File: src/rtl/shru_save_restore_ctrl_if.sv
// Data-cache and shadow-register-file port bundle of the ShRU save/restore sequencer.
// master = sequencer side, slave = dcache / shadow register file side.
interface shru_save_restore_ctrl_if #(
  parameter int XLEN = 64
);
  logic [4:0]      reg_raddr_o;
  logic [XLEN-1:0] reg_rdata_i;
  logic            reg_we_o;
  logic [4:0]      reg_waddr_o;
  logic [XLEN-1:0] reg_wdata_o;

  logic            mem_req_o;
  logic            mem_we_o;
  logic [XLEN-1:0] mem_addr_o;
  logic [XLEN-1:0] mem_wdata_o;
  logic            mem_gnt_i;
  logic            mem_rvalid_i;
  logic [XLEN-1:0] mem_rdata_i;

  modport master (
    output reg_raddr_o, reg_we_o, reg_waddr_o, reg_wdata_o,
    output mem_req_o, mem_we_o, mem_addr_o, mem_wdata_o,
    input  reg_rdata_i, mem_gnt_i, mem_rvalid_i, mem_rdata_i
  );

  modport slave (
    input  reg_raddr_o, reg_we_o, reg_waddr_o, reg_wdata_o,
    input  mem_req_o, mem_we_o, mem_addr_o, mem_wdata_o,
    output reg_rdata_i, mem_gnt_i, mem_rvalid_i, mem_rdata_i
  );
endinterface

File: src/rtl/shru_save_restore_ctrl.sv
// Shadow-register save/restore sequencer: one request becomes NR_REGS one-word dcache ops.
// Stores hold addr/data until gnt; one load outstanding; new requests and mret wait while busy.
module shru_save_restore_ctrl #(
  parameter int NR_REGS = 8,
  parameter int XLEN    = 64
) (
  input  logic                      clk_i,
  input  logic                      rst_ni,

  input  logic                      save_valid_i,
  output logic                      save_ready_o,
  input  logic [XLEN-1:0]           sp_i,
  output logic [XLEN-1:0]           next_sp_o,

  input  logic                      load_valid_i,
  output logic                      load_ack_o,

  input  logic                      mret_valid_i,
  output logic                      mret_ready_o,

  shru_save_restore_ctrl_if.master  bus,

  output logic [4:0]                save_level_o,
  output logic [4:0]                load_level_o,
  input  logic [11:0]               page_offset_i,
  output logic                      page_offset_match_o,
  output logic                      busy_o
);

  localparam int              WB          = XLEN / 8;
  localparam logic [4:0]      NR_L        = 5'(NR_REGS);
  localparam logic [XLEN-1:0] WB_X        = XLEN'(WB);
  localparam logic [XLEN-1:0] FRAME_BYTES = XLEN'(NR_REGS * WB);

  localparam logic [1:0] IDLE      = 2'd0;
  localparam logic [1:0] SAVE      = 2'd1;
  localparam logic [1:0] LOAD_REQ  = 2'd2;
  localparam logic [1:0] LOAD_WAIT = 2'd3;

  logic [1:0]      state_q;
  logic [XLEN-1:0] base_q;
  logic [4:0]      save_level_q;
  logic [4:0]      load_level_q;

  logic [4:0]      slot;
  logic [XLEN-1:0] slot_addr;
  logic [11:0]     pg_diff;
  logic [15:0]     pending_bytes;
  logic            unused_mret;

  // mret is only gated here, never consumed
  assign unused_mret = mret_valid_i;

  // Slots are walked from the frame base upward; the level counts what is left.
  always_comb begin
    slot = NR_L - load_level_q;
    if (state_q == SAVE) begin
      slot = NR_L - save_level_q;
    end
  end

  assign slot_addr     = base_q + ({{(XLEN-5){1'b0}}, slot} * WB_X);
  assign pg_diff       = page_offset_i - slot_addr[11:0];
  assign pending_bytes = 16'(save_level_q) * 16'(WB);

  assign save_ready_o        = (state_q == IDLE);
  assign load_ack_o          = (state_q == IDLE) & load_valid_i & ~save_valid_i;
  assign mret_ready_o        = (state_q == IDLE) & (load_level_q == 5'd0);
  assign busy_o              = (state_q != IDLE);
  assign next_sp_o           = base_q;
  assign save_level_o        = save_level_q;
  assign load_level_o        = load_level_q;
  // Distance is taken mod 4 KiB so a frame straddling a page boundary still matches.
  assign page_offset_match_o = (state_q == SAVE) & ({4'd0, pg_diff} < pending_bytes);

  always_comb begin
    bus.reg_raddr_o = 5'd0;
    bus.reg_we_o    = 1'b0;
    bus.reg_waddr_o = 5'd0;
    bus.reg_wdata_o = '0;
    bus.mem_req_o   = 1'b0;
    bus.mem_we_o    = 1'b0;
    bus.mem_addr_o  = '0;
    bus.mem_wdata_o = '0;
    case (state_q)
      SAVE: begin
        bus.reg_raddr_o = slot;
        bus.mem_req_o   = 1'b1;
        bus.mem_we_o    = 1'b1;
        bus.mem_addr_o  = slot_addr;
        bus.mem_wdata_o = bus.reg_rdata_i;
      end
      LOAD_REQ: begin
        bus.mem_req_o  = 1'b1;
        bus.mem_addr_o = slot_addr;
      end
      LOAD_WAIT: begin
        if (bus.mem_rvalid_i) begin
          bus.reg_we_o    = 1'b1;
          bus.reg_waddr_o = slot;
          bus.reg_wdata_o = bus.mem_rdata_i;
        end
      end
      default: ;
    endcase
  end

  always_ff @(posedge clk_i) begin
    if (!rst_ni) begin
      state_q      <= IDLE;
      base_q       <= '0;
      save_level_q <= 5'd0;
      load_level_q <= 5'd0;
    end else begin
      case (state_q)
        IDLE: begin
          if (save_valid_i) begin
            base_q       <= sp_i - FRAME_BYTES;
            save_level_q <= NR_L;
            state_q      <= SAVE;
          end else if (load_valid_i) begin
            load_level_q <= NR_L;
            state_q      <= LOAD_REQ;
          end
        end
        SAVE: begin
          if (bus.mem_gnt_i && save_level_q != 5'd0) begin
            save_level_q <= save_level_q - 5'd1;
            if (save_level_q == 5'd1) begin
              state_q <= IDLE;
            end
          end
        end
        LOAD_REQ: begin
          if (bus.mem_gnt_i) begin
            state_q <= LOAD_WAIT;
          end
        end
        LOAD_WAIT: begin
          // rvalid coincident with the grant is ignored: only this state consumes it.
          if (bus.mem_rvalid_i && load_level_q != 5'd0) begin
            load_level_q <= load_level_q - 5'd1;
            state_q      <= (load_level_q == 5'd1) ? IDLE : LOAD_REQ;
          end
        end
        default: state_q <= IDLE;
      endcase
    end
  end

  a_save_level_bound: assert property (@(posedge clk_i) disable iff (!rst_ni)
    save_level_q <= NR_L);
  a_load_level_bound: assert property (@(posedge clk_i) disable iff (!rst_ni)
    load_level_q <= NR_L);

endmodule

File: src/flat_wrapper.sv
// flat-port wrapper written by rule: the top's interface ports become plain ports
module shru_save_restore_ctrl_flat 
#(
  parameter int NR_REGS = 8,
  parameter int XLEN    = 64
)
  (clk_i, rst_ni, save_valid_i, save_ready_o, sp_i, next_sp_o, load_valid_i, load_ack_o, mret_valid_i, mret_ready_o, save_level_o, load_level_o, page_offset_i, page_offset_match_o, busy_o, bus_reg_raddr_o, bus_reg_we_o, bus_reg_waddr_o, bus_reg_wdata_o, bus_mem_req_o, bus_mem_we_o, bus_mem_addr_o, bus_mem_wdata_o, bus_reg_rdata_i, bus_mem_gnt_i, bus_mem_rvalid_i, bus_mem_rdata_i);
  shru_save_restore_ctrl_if #(.XLEN(XLEN)) bus_i ();
  input  logic clk_i;
  input  logic rst_ni;
  input  logic save_valid_i;
  output logic save_ready_o;
  input  logic [XLEN-1:0] sp_i;
  output logic [XLEN-1:0] next_sp_o;
  input  logic load_valid_i;
  output logic load_ack_o;
  input  logic mret_valid_i;
  output logic mret_ready_o;
  output logic [4:0] save_level_o;
  output logic [4:0] load_level_o;
  input  logic [11:0] page_offset_i;
  output logic page_offset_match_o;
  output logic busy_o;
  output wire logic [$bits(bus_i.reg_raddr_o)-1:0] bus_reg_raddr_o;
  output wire logic [$bits(bus_i.reg_we_o)-1:0] bus_reg_we_o;
  output wire logic [$bits(bus_i.reg_waddr_o)-1:0] bus_reg_waddr_o;
  output wire logic [$bits(bus_i.reg_wdata_o)-1:0] bus_reg_wdata_o;
  output wire logic [$bits(bus_i.mem_req_o)-1:0] bus_mem_req_o;
  output wire logic [$bits(bus_i.mem_we_o)-1:0] bus_mem_we_o;
  output wire logic [$bits(bus_i.mem_addr_o)-1:0] bus_mem_addr_o;
  output wire logic [$bits(bus_i.mem_wdata_o)-1:0] bus_mem_wdata_o;
  input wire logic [$bits(bus_i.reg_rdata_i)-1:0] bus_reg_rdata_i;
  input wire logic [$bits(bus_i.mem_gnt_i)-1:0] bus_mem_gnt_i;
  input wire logic [$bits(bus_i.mem_rvalid_i)-1:0] bus_mem_rvalid_i;
  input wire logic [$bits(bus_i.mem_rdata_i)-1:0] bus_mem_rdata_i;
  assign bus_reg_raddr_o = bus_i.reg_raddr_o;
  assign bus_reg_we_o = bus_i.reg_we_o;
  assign bus_reg_waddr_o = bus_i.reg_waddr_o;
  assign bus_reg_wdata_o = bus_i.reg_wdata_o;
  assign bus_mem_req_o = bus_i.mem_req_o;
  assign bus_mem_we_o = bus_i.mem_we_o;
  assign bus_mem_addr_o = bus_i.mem_addr_o;
  assign bus_mem_wdata_o = bus_i.mem_wdata_o;
  assign bus_i.reg_rdata_i = bus_reg_rdata_i;
  assign bus_i.mem_gnt_i = bus_mem_gnt_i;
  assign bus_i.mem_rvalid_i = bus_mem_rvalid_i;
  assign bus_i.mem_rdata_i = bus_mem_rdata_i;
  shru_save_restore_ctrl #(.NR_REGS(NR_REGS), .XLEN(XLEN)) u_core (.clk_i(clk_i), .rst_ni(rst_ni), .save_valid_i(save_valid_i), .save_ready_o(save_ready_o), .sp_i(sp_i), .next_sp_o(next_sp_o), .load_valid_i(load_valid_i), .load_ack_o(load_ack_o), .mret_valid_i(mret_valid_i), .mret_ready_o(mret_ready_o), .bus(bus_i), .save_level_o(save_level_o), .load_level_o(load_level_o), .page_offset_i(page_offset_i), .page_offset_match_o(page_offset_match_o), .busy_o(busy_o));
endmodule
File: config.mk
export PLATFORM = sky130hd
export DESIGN_NAME = shru_save_restore_ctrl_flat
export DESIGN_NICKNAME = d
export VERILOG_FILES = /design/src/rtl/shru_save_restore_ctrl_if.sv /design/src/rtl/shru_save_restore_ctrl.sv /design/src/flat_wrapper.sv
export SDC_FILE = /design/constraint.sdc
export NUM_CORES = 1
export LEC_CHECK = 0
export ABC_CLOCK_PERIOD_IN_PS = 7850
export BUFFER_PORTS_ARGS = -buffer_cell sky130_fd_sc_hd__clkbuf_2
export CAP_MARGIN = 30
export CORE_AREA = 2 2 193 195
export DETAILED_ROUTE_END_ITERATION = 8
export DIE_AREA = 0 0 195 197
export PLACE_DENSITY = 0.43
export SYNTH_ARGS = -nofsm -noshare
export SYNTH_HDL_FRONTEND = slang
export SYNTH_SLANG_ARGS = --single-unit
File: constraint.sdc
create_clock -name clk_i -period 7.85 [get_ports clk_i]
set_clock_uncertainty 0.05 [all_clocks]
set_input_delay 1.57 -clock clk_i [delete_from_list [all_inputs] [get_ports clk_i]]
set_output_delay 1.57 -clock clk_i [all_outputs]
set_load 0.1 [all_outputs]
After elaboration in Yosys (flattened, before gate mapping)
Cells that the tools add are included.
{ "totals": {"reg_bits": 76} }
{ "classes": {"n_addsub": 7, "order_cmp": 1, "eq_ne": 13, "n_mux": 27, "bitwise_logic": 5, "n_reduce_logical": 14} }
{ "op_table": {"columns": ["op", "count"], "rows": [
  ["$mux W64", 4],
  ["$add A64 B8 Y64", 1],
  ["$sub A64 B7 Y64 const B", 1],
  ["$mux W5", 9],
  ["$pmux W5 S2", 2],
  ["$mux W2", 7],
  ["$lt A12 B8 Y1", 1],
  ["$sub A12 B12 Y12", 1],
  ["$eq A5 B1 Y1 const B", 2],
  ["$ne A2 B2 Y1 const B", 5],
  ["$reduce_bool A5 Y1", 2],
  ["$sub A4 B5 Y5 const A", 2],
  ["$sub A5 B1 Y5 const B", 2],
  ["$pmux W2 S4", 1],
  ["$reduce_bool A2 Y1", 3],
  ["$logic_not A5 Y1", 1],
  ["$reduce_and A5 Y1", 1],
  ["$and A1 B1 Y1", 4],
  ["$eq A2 B2 Y1 const B", 2],
  ["$mux W1", 4],
  ["$ne A2 B1 Y1 const B", 2],
  ["$reduce_and A4 Y1", 1],
  ["$ne A3 B2 Y1 const B", 1],
  ["$reduce_and A3 Y1", 1],
  ["other kinds (6)", 7]
]} }

Longest topological paths before layout
{ "depth": {"ltp_word": 6, "depth_mapped": 19, "mapped_depth_nobuf": 18} }

Worst setup path after synthesis
Ideal clock, no wire load.
{ "synth_path": {"path_kind": "register to output", "startpoint": "register u_core.state_q[1]", "endpoint": "output page_offset_match_o", "arrival_time_ns": 8.853, "required_ns": 6.230, "slack_ns": -2.623, "stages_incl_launch_ff": 17, "n_path_buf": 1, "cell_sequence": "dfxtp_1 > inv_1 > ha_1 > mux2i_1 > a21oi_1 > xor2_1 > inv_1 > ha_1 > nand2_1 > o21ai_1 > clkbuf_1 > xnor2_1 > ha_1 > o211ai_1 > o21ai_0 > or3_1 > a2111oi_0"} }
{ "synth_between": {"elab_chain_len": 6} }
{ "synth_lines": {"columns": ["element", "line", "source"], "rows": [
  ["from (decl)", "shru_save_restore_ctrl.sv:40", "logic [1:0] state_q;"],
  ["from (signal assigned)", "shru_save_restore_ctrl.sv:143", "state_q <= (load_level_q == 5'd1) ? IDLE : LOAD_REQ;"],
  ["$eq A2 B1 Y1 *", "shru_save_restore_ctrl.sv:57, shru_save_restore_ctrl.sv:74", null],
  ["$mux W5", "shru_save_restore_ctrl.sv:57", "if (state_q == SAVE) begin"],
  ["$add A64 B8 Y64", "shru_save_restore_ctrl.sv:62", "assign slot_addr = base_q + ({{(XLEN-5){1'b0}}, slot} * WB_X);"],
  ["$sub A12 B12 Y12", "shru_save_restore_ctrl.sv:63", "assign pg_diff = page_offset_i - slot_addr[11:0];"],
  ["$lt A12 B8 Y1", "shru_save_restore_ctrl.sv:74", "assign page_offset_match_o = (state_q == SAVE) & ({4'd0, pg_diff} < pending_bytes);"],
  ["$and A1 B1 Y1 *", "shru_save_restore_ctrl.sv:74", null],
  ["to (decl)", "flat_wrapper.sv:22", "output logic page_offset_match_o;"]
]} }
Mark *: on every way between the ends. The rest lies on a longest branch, timed or not.

Worst setup path after layout
Ends and elaborated chain as after synthesis.

==> impl_metrics.yaml <==
finish:
  regArea_sq_um: 1520
  areaGrowthSynthToFinish_pct: 45.7
  drive_gt1_share_pct: 38.4
  multi_input_area_sq_um: 5290
  nNetsFinal: 1680
  utilization_pct: 28.9
  num-fill-cells: 4040
power:
  p_leak_nw: 4.98
  ir_worst_vdd_v: 0.000204
  p_per_area_nw_per_um2: 435
  clkPwrFrac_pct: 11.3
  p_switching_mw: 3.21
  finalPower_mw: 4.56
  switching_share_pct: 70.5
  combPwrFrac_pct: 75.1
  power_frac_seq_pct: 13.7
  p_int_mw: 1.35
sta:
  worst_slew_pin_slew_ns: 0.991
  rsz0062_at_grt: "no"
  maxSlewViolCount: 0
  fin_crit_ns: 7.40
  fin_crit_sh_pct: 94.3
  relSlewSlack_pct: 33.9
  fmax_mhz: 135
  tns_ns: 0
  hold_viol_final: 0
  setup_violations: 0
drt:
  drt_first_pass_iters: 4
  drt-vias-per-instance: 4.70
  wl_um: 36500
  dr_wl_met3_um: 2310
  ant_nets: 0
  dr.max_layer_used: "met4"
  drc: 0
  met1_length_um: 14800
  vias: 8982
  wl_per_cell_um: 19.1
  met2_length_um: 18400
  drtIter0Drc: 401
worst_hold_path:
  hold_path.class: "register to register"
critical_path:
  cp.arrival_ns: 5.78
  cp_slowest_cell: "buf_2"
  start_kind: "register"
  crit_fanout: 70
  path_class: "register to output port"
  crit_required_ns: 6.23
  cp_slowest_stage_delay_ns: 0.52
  end_kind: "output port"
  crit_path_frequent_cell: "ha_1"
  crit_chain: "inv_1 > ha_2 > buf_4 > mux2i_1 > ha_1 > xnor2_1 > inv_1 > ha_1 > a21oi_1 > xor2_1 > ha_1 > and4_1 > a211oi_1 > xnor2_1 > ha_1 > a211o_1 > a2111oi_2 > buf_2"
  crit_buf_inv: 4
  path_delay_family: "compound AO/OA/AOI/OAI gates"
floorplan:
  fp.dieH_um: 197
  rows: 70
  die_area_sq_um: 38400
  die_w_um: 195
  fp.coreArea_sq_um: 36300
  io_pins: 495
  initial_core_util_pct: 19.9
grt:
  grt_overflow: 0
  grt_pass1_wl_um: 53500
  grt.total_usage_pct: 18.2
  antenna_found_initial: 3
  grt_max_degree: 99
  grt_pass1_vias: 8610
clocking:
  hold_buffers: 0
  cts_tree: "done"
  htree_levels: 3
  clock_path_buffers: 2
  clock_sinks: 76
  cts-root-buf: "clkbuf_16"
  clock_latency_ns: 0.34
  numCtsBuffers: 9
  clk_pin_slew_ns: 0.07
place:
  gp_congestion: 0.876
  portBuffers: 493
  dp_hpwl_um: 29100
synthesis:
  synth_most_common_cell: "nor2_1"
  ys_seq_area_share_pct: 21.1
  synth_cell_types: 60
  synth-edff-count: 0
  synth_area_leaders: "dfxtp_1, xnor2_1, and2_1, and3_1, ha_1"
  synth_ff_type: "dfxtp_1"
  ys_seq_elements: 76
  yosysWarnings: 0
  async_flop_share_pct: 0
  synthTopCellsByCount: "nor2_1, and2_1, dfxtp_1, and3_1, a21oi_1"
  synth_cells: 988
  synth_area_leader_cell: "dfxtp_1"
  synth_top_area_share_pct: 21.1
  syn_area_sq_um: 7200
  syn-num-nets: 1232
  syn_area_per_cell_sq_um: 7.29
run:
  maxCapViolations: 0
outcome:
  run_status: "completed"
==> power groups by stage <==
stage | combinational [mW] | clock [mW] | sequential [mW]
floorplan | 2.25 | 0 | 1.16
global placement | 3.43 | 0 | 0.633
detailed placement | 3.44 | 0 | 0.634
CTS | 3.44 | 0.532 | 0.626
global route | 3.60 | 0.545 | 0.642
finish | 3.42 | 0.514 | 0.623
==> layout by cell type (no fill, tap or decap), types with 3 or more instances in the layout <==
| cell type | n |
|---|---|
| dfxtp_1 | 76 |
| ha_1 | 31 |
| buf_4 | 10 |
| xnor2_1 | 62 |
| nand2_1 | 50 |
| and4_1 | 5 |
| clkbuf_16 | 9 |
| bufinv_16 | 3 |
| nand3b_1 | 4 |
| a211oi_1 | 26 |
| clkbuf_2 | 492 |
| xor2_1 | 42 |
| nor4b_1 | 5 |
| or4_1 | 11 |
| nor3_1 | 26 |
| nor4_2 | 11 |
| inv_1 | 31 |
| a311oi_1 | 7 |
| nand4_1 | 20 |
| a31oi_1 | 5 |
| or3_1 | 26 |
| and3_1 | 75 |
| nand2b_1 | 4 |
| nor2_1 | 104 |
| a21o_1 | 4 |
| diode_2 | 4 |
| a21oi_1 | 65 |
| mux2i_1 | 6 |
| or2_2 | 5 |
| nand3_1 | 28 |
| nor4_1 | 15 |
| and2_1 | 76 |
| o31ai_1 | 3 |
| o21ai_0 | 59 |
| o21a_1 | 3 |
==> worst reg2reg max path: cells and delay by family, from the launching register on <==
family                     cells  cell delay, ns
xor gates and xnor gates       1            0.16
buffers and inverters          3            0.74
adders and majority gates      1            0.20
and+or+nand+nor                2            0.49
AOI/OAI and AO/OA              2            0.27
DFF                            1            0.34
==> repair_timing <==
item                                    CTS  global route
gates resized for setup                   0             1
setup buffers                             0             0
endpoints found under the setup margin    0             1
==> sequential cells by signal, summed over array words and instances, names as in the netlist <==
register	flops
u_core.state_q	2
u_core.load_level_o	5
u_core.next_sp_o	64
u_core.save_level_o	5
==> final cells by class <==
cell class / instances / share of cell area, %
Sequential cell: 76 / 14.5
Clock inverter: 7 / 1.18
Antenna cell: 4 / 0.0954
Clock buffer: 9 / 2.15
Multi-Input combinational cell: 810 / 50.4
Tap cell: 468 / 5.58
Inverter: 33 / 1.18
Timing Repair Buffer: 506 / 24.9
==> metal layers <==
layer,global-route usage (%),up-vias
li1,-,4412
met1,21.1,4213
met2,33.1,309
met3,4.09,48
met4,5.99,0
met5,0,-
==> cell families after synthesis <==
group / synth area share (%)
XOR/XNOR: 13.0
AO/OA/AOI/OAI: 14.8
adder cells (fa/ha/maj): 5.84
buffers and inverters: 5.63
multiplexers: 0.834
flip-flops: 21.1
AND/OR/NAND/NOR: 38.8
==> per-stage QoR <==
stage	std cells	worst slack, ns	hold WS [ns]	cell area (sq um)
after floorplan	988	0.134	0.419	7210
after global placement	1890	0.815	0.415	10100
after detailed placement	1892	0.744	0.424	10100
after CTS	1908	0.336	0.435	10500
after global routing	1911	0.00923	0.481	10500
final	1913	0.449	0.438	10500
==> path summary, 6_finish.rpt <==
| check | startpoint | depth (start not counted) | slack, ns | to |
|---|---|---|---|---|
| max | u_core.state_q[1] | 18 | 0.45 | page_offset_match_o |
| max reg2reg | u_core.state_q[1] | 9 | 5.48 | u_core.save_level_o[3] |
| min | u_core.next_sp_o[1] | 2 | 0.44 | u_core.next_sp_o[1] |
| min reg2reg | u_core.next_sp_o[1] | 2 | 0.44 | u_core.next_sp_o[1] |
Note: power is estimated with default switching activity, not from simulation.
